`src/rtl/event_arbiter_if.sv`:
```
// Event offer channel: producer drives ev_valid/ev_id, consumer answers with ev_ready.
// Carries no state of its own.
interface event_arbiter_if #(
    parameter int ID_W = 2
);
    logic            ev_valid;
    logic            ev_ready;
    logic [ID_W-1:0] ev_id;

    modport master (output ev_valid, output ev_id, input ev_ready);
    modport slave  (input ev_valid, input ev_id, output ev_ready);
endinterface

```
`src/rtl/event_arbiter.sv`:
```
// Edge-detecting event latch with round-robin offer; sig edge -> ev_valid two clocks later.
// Offer and ev_id hold until ev_ready; edges arriving meanwhile coalesce into pending/overflow.
module event_arbiter #(
    parameter int N_CH           = 4,
    parameter bit DETECT_NEGEDGE = 1'b0,
    parameter int ID_W           = 2
) (
    input  logic            clk,
    input  logic            rst,
    input  logic [N_CH-1:0] sig,
    input  logic [N_CH-1:0] ch_en,
    input  logic            clr_ovf,
    output logic [N_CH-1:0] pending,
    output logic [N_CH-1:0] overflow,
    event_arbiter_if.master ev_if
);

    typedef enum logic {IDLE = 1'b0, OFFER = 1'b1} state_t;

    state_t          state_q, state_d;
    logic [N_CH-1:0] curr_q, curr_d;
    logic [N_CH-1:0] past_q, past_d;
    logic [N_CH-1:0] pending_q, pending_d;
    logic [N_CH-1:0] overflow_q, overflow_d;
    logic [ID_W-1:0] ev_id_q, ev_id_d;
    logic [ID_W-1:0] last_grant_q, last_grant_d;

    logic [N_CH-1:0] edge_det;
    logic [N_CH-1:0] hit;
    logic [N_CH-1:0] served;
    logic            handshake;
    logic [ID_W-1:0] pick_hi;
    logic [ID_W-1:0] pick_lo;
    logic            found_hi;

    assign edge_det  = DETECT_NEGEDGE ? (past_q & ~curr_q) : (curr_q & ~past_q);
    assign hit       = edge_det & ch_en;
    assign handshake = (state_q == OFFER) && ev_if.ev_ready;
    assign served    = handshake ? (N_CH'(1) << ev_id_q) : '0;

    // Round-robin: lowest pending index above last_grant wins, else lowest overall (wrap).
    always_comb begin
        pick_hi  = '0;
        pick_lo  = '0;
        found_hi = 1'b0;
        for (int i = N_CH - 1; i >= 0; i--) begin
            if (pending_q[i]) begin
                if (i > int'(last_grant_q)) begin
                    pick_hi  = ID_W'(i);
                    found_hi = 1'b1;
                end else begin
                    pick_lo = ID_W'(i);
                end
            end
        end
    end

    always_comb begin
        curr_d       = sig;
        past_d       = curr_q;
        // A fresh edge on the channel being served re-arms it instead of counting as lost.
        pending_d    = (pending_q & ~served) | hit;
        overflow_d   = (clr_ovf ? '0 : overflow_q) | (hit & pending_q & ~served);
        state_d      = state_q;
        ev_id_d      = ev_id_q;
        last_grant_d = last_grant_q;
        case (state_q)
            IDLE: begin
                if (|pending_q) begin
                    state_d      = OFFER;
                    ev_id_d      = found_hi ? pick_hi : pick_lo;
                    last_grant_d = found_hi ? pick_hi : pick_lo;
                end
            end
            OFFER: begin
                if (handshake) begin
                    state_d = IDLE;
                end
            end
            default: state_d = IDLE;
        endcase
    end

    always_ff @(posedge clk) begin
        if (rst) begin
            state_q      <= IDLE;
            curr_q       <= '0;
            past_q       <= '0;
            pending_q    <= '0;
            overflow_q   <= '0;
            ev_id_q      <= '0;
            last_grant_q <= ID_W'(N_CH - 1);
        end else begin
            state_q      <= state_d;
            curr_q       <= curr_d;
            past_q       <= past_d;
            pending_q    <= pending_d;
            overflow_q   <= overflow_d;
            ev_id_q      <= ev_id_d;
            last_grant_q <= last_grant_d;
        end
    end

    assign ev_if.ev_valid = (state_q == OFFER);
    assign ev_if.ev_id    = ev_id_q;
    assign pending        = pending_q;
    assign overflow       = overflow_q;

endmodule

```
`src/flat_wrapper.sv`:
```
// flat-port wrapper written by rule: the top's interface ports become plain ports
module event_arbiter_flat 
#(
    parameter int N_CH           = 4,
    parameter bit DETECT_NEGEDGE = 1'b0,
    parameter int ID_W           = 2
)
  (clk, rst, sig, ch_en, clr_ovf, pending, overflow, ev_if_ev_valid, ev_if_ev_id, ev_if_ev_ready);
  event_arbiter_if #(.ID_W(ID_W)) ev_if_i ();
  input  logic clk;
  input  logic rst;
  input  logic [N_CH-1:0] sig;
  input  logic [N_CH-1:0] ch_en;
  input  logic clr_ovf;
  output logic [N_CH-1:0] pending;
  output logic [N_CH-1:0] overflow;
  output wire logic [$bits(ev_if_i.ev_valid)-1:0] ev_if_ev_valid;
  output wire logic [$bits(ev_if_i.ev_id)-1:0] ev_if_ev_id;
  input wire logic [$bits(ev_if_i.ev_ready)-1:0] ev_if_ev_ready;
  assign ev_if_ev_valid = ev_if_i.ev_valid;
  assign ev_if_ev_id = ev_if_i.ev_id;
  assign ev_if_i.ev_ready = ev_if_ev_ready;
  event_arbiter #(.N_CH(N_CH), .DETECT_NEGEDGE(DETECT_NEGEDGE), .ID_W(ID_W)) u_core (.clk(clk), .rst(rst), .sig(sig), .ch_en(ch_en), .clr_ovf(clr_ovf), .pending(pending), .overflow(overflow), .ev_if(ev_if_i));
endmodule
```
`config.mk`:
```
export PLATFORM = sky130hd
export DESIGN_NAME = event_arbiter_flat
export DESIGN_NICKNAME = d
export VERILOG_FILES = /design/src/rtl/event_arbiter_if.sv /design/src/rtl/event_arbiter.sv /design/src/flat_wrapper.sv
export SDC_FILE = /design/constraint.sdc
export NUM_CORES = 1
export LEC_CHECK = 0
export CORE_ASPECT_RATIO = 1.75
export CORE_MARGIN = 4
export CORE_UTILIZATION = 30
export CTS_CLUSTER_DIAMETER = 100
export CTS_CLUSTER_SIZE = 8
export DETAILED_ROUTE_END_ITERATION = 6
export PLACE_DENSITY = 0.62
export SETUP_SLACK_MARGIN = 0.1
export SYNTH_ARGS = -nofsm -noshare
export SYNTH_HDL_FRONTEND = slang
export SYNTH_SLANG_ARGS = --single-unit
```
`constraint.sdc`:
```
create_clock -name clk -period 2.9 [get_ports clk]
set_input_delay 0.435 -clock clk [delete_from_list [all_inputs] [get_ports clk]]
set_output_delay 0.435 -clock clk [all_outputs]
set_load 0.05 [all_outputs]
```
==> run metrics, run 1 <==
hold buffer count at CTS=0; Max Freq=487 MHz; CTS Sinks=21; worst path cell trace=clkdlybuf4s50_1; Die W=~47 um; H-Tree Depth=1; P_leak=~0.38 nW; Post-Synth XOR/XNOR Area=0%; post-synthesis simple-gate area fraction=26.7%; vias in the first global route=717; sequential share of power=~52%; EDFF count, synth=0; Syn Std Cell Area=~790 um^2; Final Hold Viols=0; Peak VDD IR=~0.37 mV; Max Cap Viol=0; n_diodes=0; Initial DRC Count=20; hold path depth=1; main combinational cell family by area after synthesis=simple AND/OR/NAND/NOR gates; row count=24; Max-slew headroom=48.8%; first-pass detailed-route iteration total=4; initial core utilization=31.4%; Netlist cell types=22; fin crit share=a little over 70%; top post-synthesis cells by count=dfxtp_1, nor2b_1, nand3b_1; CP Class=flip-flop to output pin; via count=slightly below 700; multiplexer share of the synthesized area=0%; top post-synthesis cells by area=dfxtp_1, nand3b_1, nor2b_1, o31ai_1, a21oi_1; Pint=roughly 0.45 mW; minimum clock period=approximately 2 ns; Avg Cell Area, Syn=9.78 um^2; CP max FO=10; clk slew on worst S/H paths=around 0.070 ns; Mapped Nets=93; switching share of total power=a little over a quarter; Final Non-Filler Cells=131; Post-CTS Setup Inserts=0; #FFs+latches synth=21; grt total ovfl=0; CP required=around 2.5 ns; drt total wl=about 1700 um; Synth Area in Compound Gates=about 17%; post-synth top area share=between 50% and 60%; routability cong.=0.827; Largest stage delay, worst path=just under 0.9 ns; Pwr per Cell Area=between 500 and 600 nW/um^2; die area=3560 um^2; number of max-slew violations in the final report=0; Clock power frac=between 30% and 40%; placed insts=between 100 and 150; combinational fraction of design power=between 10% and 20%; Num CTS Buffers=3; # resized after CTS=0; deepest clock path buffer count=2; Global Route Usage Sum=between 10 and 15%; initial antenna violation count=0; Worst Hold Class=flip-flop to flip-flop; Hold WS=approximately 0.47 ns; top-count cell post-synth=dfxtp_1; CTS tree=built; Final HPWL DP=roughly 1300 um; Synth Instances=slightly above 80; per-cell routed wire length=roughly 13 um; register area share after synthesis=a little over half; # DRC=0; Worst Reg-to-Reg Cells=3; fin util=a little over two fifths; family with the most delay on the worst path=buffers and inverters; Buffers & Inverters on Critical Path=1; first-pass GRT wire length=between 3000 and 4000 um; status=finished, final reports clean; area leader, netlist=dfxtp_1; port buffer count=22; Switch Pwr=0.169 mW; startpoint types=flip-flop; final setup fails=0; slowest CP cell=clkdlybuf4s50_1; IO Pins=23; Setup TNS=0 ns; Die Ht=approximately 76 um; core region area=around 2500 um^2; total power=between 0.6 and 0.7 mW; Worst-Skew Late Latency=between 0.2 and 0.3 ns; Root Driver=clkbuf_8; RSZ-0062 raised after global routing=no; vias per inst=between 5 and 6; Main synth FF type=dfxtp_1; Synth Warn #=0; Worst setup EP type=output pin; ys async rst share=0%; Stages on worst setup path=1; Worst Tran Pin Value=0.748 ns; share of cells above drive strength 1=5.71%; post-route ant nets=0; Post-Synth Adder-Cell Area=0%; skew final=0.00414 ns; nets=approximately 120; Area Overhead vs Synth=37.0%; largest net degree at the start of global routing=12; CP Data Arrival Time=1.62 ns
power groups by stage:
stage / registers, mW / clock network [mW] / logic (mW)
2_1_floorplan: 0.354 / 0 / 0.0461
3_3_place_gp: 0.331 / 0 / 0.112
3_5_place_dp: 0.331 / 0 / 0.113
4_1_cts: 0.324 / 0.190 / 0.113
5_1_grt: 0.327 / 0.202 / 0.121
6_report: 0.324 / 0.187 / 0.112
worst paths after layout:
check                                    from                                  end  slack (ns)
max          u_core.ev_if.ev_valid$_SDFF_PP0_                       ev_if_ev_valid        0.85
min               u_core.curr_q[1]$_SDFF_PP0_          u_core.past_q[1]$_SDFF_PP0_        0.47
max reg2reg      u_core.pending[0]$_SDFF_PP0_  u_core.last_grant_q[0]$_SDFFE_PP1P_        1.39
min reg2reg       u_core.curr_q[1]$_SDFF_PP0_          u_core.past_q[1]$_SDFF_PP0_        0.47
per-stage QoR:
step / worst slack (ns) / area (um^2)
2_1_floorplan: 1.37 / 792
3_3_place_gp: 1.14 / 1040
3_5_place_dp: 1.11 / 1040
4_1_cts: 0.838 / 1080
5_1_grt: 0.795 / 1080
6_report: 0.847 / 1080
per-layer routing:
layer	part of all wire, %	track usage (%)
met5	0	0
met2	51	18.3
met4	2.4	6.65
met1	39	12.0
met3	6.9	3.78
state kept, by name, indices dropped and copies added, names as in the netlist:
register and flops:
u_core.overflow 4, u_core.ev_if.ev_id 2, u_core.ev_if.ev_valid 1, u_core.pending 4
u_core.past_q 4, u_core.last_grant_q 2, u_core.curr_q 4
kinds of logic (layout without fill, tap and decap cells):
logic type,count (synthesis),after routing
compound gates,20,20
simple gates,33,33
buf+inv,7,31
flops,21,21
cell usage in the layout, fill, tap and decap left out, types with 3 or more instances in the layout:
| cell type | n |
|---|---|
| clkbuf_8 | 3 |
| nand3b_1 | 10 |
| dfxtp_1 | 21 |
| nor2_1 | 5 |
| inv_1 | 4 |
| nor2b_1 | 11 |
| clkdlybuf4s50_1 | 22 |
| a21oi_1 | 6 |
| o31ai_1 | 5 |
| o21ai_0 | 4 |
area by class of cell:
cell class              count  area (um^2)
fillers                   265         1440
flip-flops and latches     21          420
multi-input cells          53          344
repair buffers             23          228
clock buffers               4         45.0
well taps                  26         32.5
inverters                   4         15.0
Note: power is estimated with default switching activity, not from simulation.
==> inputs of run 2 (changes only) <==
PLACE_DENSITY = 0.64   (was 0.62)
clock period = 1.7 ns   (was 2.9 ns; I/O delays follow)
==> run metrics, run 2 (synthesis gave the netlist of run 1 again) <==
status=finished, final reports clean; Worst Tran Pin Value=approximately 0.56 ns; family with the most delay on the worst path=simple AND/OR/NAND/NOR gates; Largest stage delay, worst path=0.59 ns; core region area=2520 um^2; H-Tree Depth=1; die area=about 3600 um^2; Post-CTS Setup Inserts=0; Peak VDD IR=around 0.53 mV; Reg area=around 420 um^2; P_leak=a little over 0.4 nW; post-route ant nets=0; placed insts=about 130; clk slew on worst S/H paths=0.08 ns; Worst-Skew Late Latency=about 0.26 ns; Max-slew headroom=roughly three fifths; Worst Hold Class=flip-flop to flip-flop; port buffer count=22; number of max-slew violations in the final report=0; Num CTS Buffers=3; Buffers & Inverters on Critical Path=0; Area Overhead vs Synth=34.6%; vias in the first global route=roughly 730; CTS Sinks=21; drt total wl=around 1800 um; commonest cells after routing, fill and taps aside=dfxtp_1, buf_4, nor2b_1, clkdlybuf4s50_1, nand3b_1; per-cell routed wire length=between 10 and 15 um; multi-input logic area=about 340 um^2; grt total ovfl=0; met2 wire length=approximately 1000 um; skew final=between 0.005 and 0.006 ns; uppermost layer routed=met4; Die W=approximately 47 um; Global Route Usage Sum=roughly 12%; CP Data Arrival Time=~1.5 ns; deepest clock path buffer count=2; Final Non-Filler Cells=roughly 130; IO Pins=23; Final HPWL DP=approximately 1400 um; worst path cell trace=or4_4 > a21oi_1 > o31ai_1; Root Driver=clkbuf_8; share of cells above drive strength 1=around 18%; Setup TNS=0 ns; largest net degree at the start of global routing=18; # DRC=0; minimum clock period=approximately 1.3 ns; Pwr per Cell Area=about 1000 nW/um^2; RSZ-0062 raised after global routing=no; Initial DRC Count=15; first-pass GRT wire length=between 3000 and 4000 um; fill cell count=~290; routed wl met3=between 100 and 150 um; routability cong.=around 0.84; startpoint types=flip-flop; Worst setup EP type=flip-flop; nets=roughly 120; dpl ws=0.275 ns; commonest non-fill, non-tap cell in the layout=dfxtp_1; Max Freq=approximately 750 MHz; via count=691; final setup fails=0; CP required=between 1.5 and 2 ns; vias per inst=around 5.2; Final Hold Viols=0; CP Class=flip-flop to flip-flop; row count=24; CP max FO=6; met1 WL=655 um; fin crit share=between 70% and 80%; n_diodes=0; Die Ht=approximately 76 um; Max Cap Viol=0; # resized after CTS=0; initial antenna violation count=0; initial core utilization=between 30% and 40%; hold buffer count at CTS=0; slowest CP cell=or4_4; Worst Slack Setup Final=0.361 ns; CTS tree=built; first-pass detailed-route iteration total=2
==> run 2: path summary, 6_finish.rpt <==
path | from | endpoint | slack [ns] | cells after the start
setup reg to reg | u_core.pending[1]$_SDFF_PP0_ | u_core.last_grant_q[0]$_SDFFE_PP1P_ | 0.36 | 3
setup / recovery | u_core.pending[1]$_SDFF_PP0_ | u_core.last_grant_q[0]$_SDFFE_PP1P_ | 0.36 | 3
hold / removal | u_core.curr_q[0]$_SDFF_PP0_ | u_core.past_q[0]$_SDFF_PP0_ | 0.47 | 1
hold reg to reg | u_core.curr_q[0]$_SDFF_PP0_ | u_core.past_q[0]$_SDFF_PP0_ | 0.47 | 1
==> run 2: final cells by class <==
type / count / area share [%]
flip-flops and latches: 21 / 39.4
multi-input cells: 53 / 32.3
repair buffers: 24 / 19.5
clock buffers: 3 / 3.87
well taps: 26 / 3.05
inverters: 4 / 1.41
clock inverters: 1 / 0.469
==> run 2: routing by layer <==
metal	global-route usage [%]	vias up
met5	0	-
met2	19.1	17
met4	8.31	0
li1	-	338
met3	2.84	6
met1	13.0	330
==> run 2: power by group <==
part	switching (mW)	internal, mW	total (mW)
clock network	0.160	0.163	0.323
registers	0.0263	0.522	0.548
logic	0.112	0.0851	0.197
==> run 2: metrics by stage <==
stage	instance area, um^2	hold slack (ns)	utilization (%)	power [mW]
after detailed placement	1020	0.455	40.4	0.758
after CTS	1070	0.470	42.3	1.08
final	1070	0.468	42.3	1.07
after global placement	1020	0.452	40.4	0.755
after global routing	1070	0.481	42.3	1.12
after floorplan	792	0.350	-	0.682
==> run 2: worst reg2reg max path, delay by kind of cell, from the launching register on <==
family          cells  cell delay (ns)
compound gates      2             0.26
simple gates        1             0.59
flops               1             0.36
==> inputs of run 3 (changes only) <==
PLACE_DENSITY = 0.62   (was 0.64)
clock period = 1.35 ns   (was 1.7 ns; I/O delays follow)
==> run metrics, run 3 (synthesis gave the netlist of run 1 again) <==
Num CTS Buffers=3; family with the most delay on the worst path=simple AND/OR/NAND/NOR gates; Worst Reg-to-Reg Cells=3; Max Freq=785 MHz; Buffers & Inverters on Critical Path=0; Peak VDD IR=0.706 mV; drt total wl=1800 um; CP max FO=5; slowest CP cell=or4_4; per-cell routed wire length=approximately 13 um; placed insts=between 100 and 150; Worst Hold Class=flip-flop to flip-flop; final setup fails=0; met2 wire length=~870 um; vias in the first global route=~690; Switch Pwr=just under 0.4 mW; Worst Tran Pin Value=~0.39 ns; H-Tree Depth=1; minimum clock period=approximately 1.3 ns; skew final=0.00136 ns; IO Pins=23; fill cell count=244; Worst setup EP type=flip-flop; first-pass GRT wire length=between 3000 and 4000 um; row count=24; commonest cells after routing, fill and taps aside=dfxtp_1, clkdlybuf4s50_1, buf_12; post-route ant nets=0; combinational fraction of design power=21.8%; Setup TNS=0 ns; nets=125; worst path cell trace=or4_4 > a21oi_2 > o31ai_2; fin util=between 50% and 60%; Final Non-Filler Cells=~140; RSZ-0062 raised after global routing=yes; switching share of total power=between 20 and 30%; fin crit share=a little over nine tenths; port buffer count=22; Hold WS=0.463 ns; initial antenna violation count=0; via count=681; first-pass detailed-route iteration total=3; Initial DRC Count=17; Die W=46.8 um; hold buffer count at CTS=0; Max-slew headroom=approximately three quarters; P_leak=~0.47 nW; grt total ovfl=0; deepest clock path buffer count=2; startpoint types=flip-flop; CTS tree=built; routability cong.=between 0.8 and 0.9; clk slew on worst S/H paths=0.07 ns; Largest stage delay, worst path=~0.57 ns; Max Cap Viol=0; total power=1.42 mW; dpl ws=roughly 0.016 ns; CP Data Arrival Time=approximately 1.4 ns; CTS Sinks=21; Final HPWL DP=around 1300 um; routed wl met3=84 um; Worst Slack Setup Final=about 0.077 ns; Global Route Usage Sum=11.7%; Area Overhead vs Synth=62.4%; CP required=1.49 ns; Pint=a little over 1 mW; initial core utilization=around a third; Worst-Skew Late Latency=between 0.2 and 0.3 ns; vias per inst=4.93; fin area=1290 um^2; hold path depth=1; die area=3560 um^2; uppermost layer routed=met4; status=finished, final reports clean; Root Driver=clkbuf_8; Die Ht=between 70 and 80 um; met1 WL=around 770 um; n_diodes=0; Pwr per Cell Area=between 1000 and 1500 nW/um^2; share of cells above drive strength 1=between 30% and 40%; CP Class=flip-flop to flip-flop; Stages on worst setup path=3; # DRC=0; sequential share of power=49.7%; core region area=approximately 2500 um^2; Clock power frac=roughly 28%; commonest non-fill, non-tap cell in the layout=dfxtp_1; number of max-slew violations in the final report=0; largest net degree at the start of global routing=12; Final Hold Viols=0; placed cell area=between 1000 and 1500 um^2
==> run 3: cell types whose count changed in the layout (fill, tap and decap cells not counted), sizes merged <==
cell,delta
buf,+6
clkbuf,+1
clkinv,-1
==> run 3: worst paths after layout <==
check | startpoint | slack (ns) | end
hold / removal | u_core.curr_q[0]$_SDFF_PP0_ | 0.46 | u_core.past_q[0]$_SDFF_PP0_
setup reg to reg | u_core.pending[0]$_SDFF_PP0_ | 0.08 | u_core.last_grant_q[0]$_SDFFE_PP1P_
hold reg to reg | u_core.curr_q[0]$_SDFF_PP0_ | 0.46 | u_core.past_q[0]$_SDFF_PP0_
setup / recovery | u_core.pending[0]$_SDFF_PP0_ | 0.08 | u_core.last_grant_q[0]$_SDFFE_PP1P_
==> run 3: worst register-to-register path: stages (launching register included) <==
cell and delay (ns):
dfxtp_4 0.36, or4_4 0.58, a21oi_2 0.16, o31ai_2 0.06
==> run 3: per-layer routing <==
metal	track usage, %	vias up
li1	-	352
met1	13.9	307
met2	17.7	17
met3	2.36	5
met4	8.31	0
met5	0	-
==> run 3: power by group through the flow <==
| stage | Combinational [mW] | Sequential [mW] | Clock, mW |
|---|---|---|---|
| after floorplan | 0.106 | 0.761 | 0 |
| after global placement | 0.288 | 0.724 | 0 |
| after detailed placement | 0.292 | 0.724 | 0 |
| after CTS | 0.305 | 0.707 | 0.424 |
| after global routing | 0.330 | 0.714 | 0.446 |
| final | 0.310 | 0.707 | 0.405 |
==> run 3: timing repair <==
item,in CTS,in global routing
gates resized for setup,0,4
gates cloned,0,0
endpoints found under the setup margin,4,4
setup buffers,4,0
pin swaps,2,5
==> run 3: area by class of cell <==
| type | instances | area, um^2 | area share [%] |
|---|---|---|---|
| sequential | 21 | 432 | 33.6 |
| timing repair buffer | 30 | 390 | 30.4 |
| multi-input combinational | 53 | 372 | 28.9 |
| clock buffer | 4 | 45.0 | 3.50 |
| tap | 26 | 32.5 | 2.53 |
| inverter | 4 | 15.0 | 1.17 |
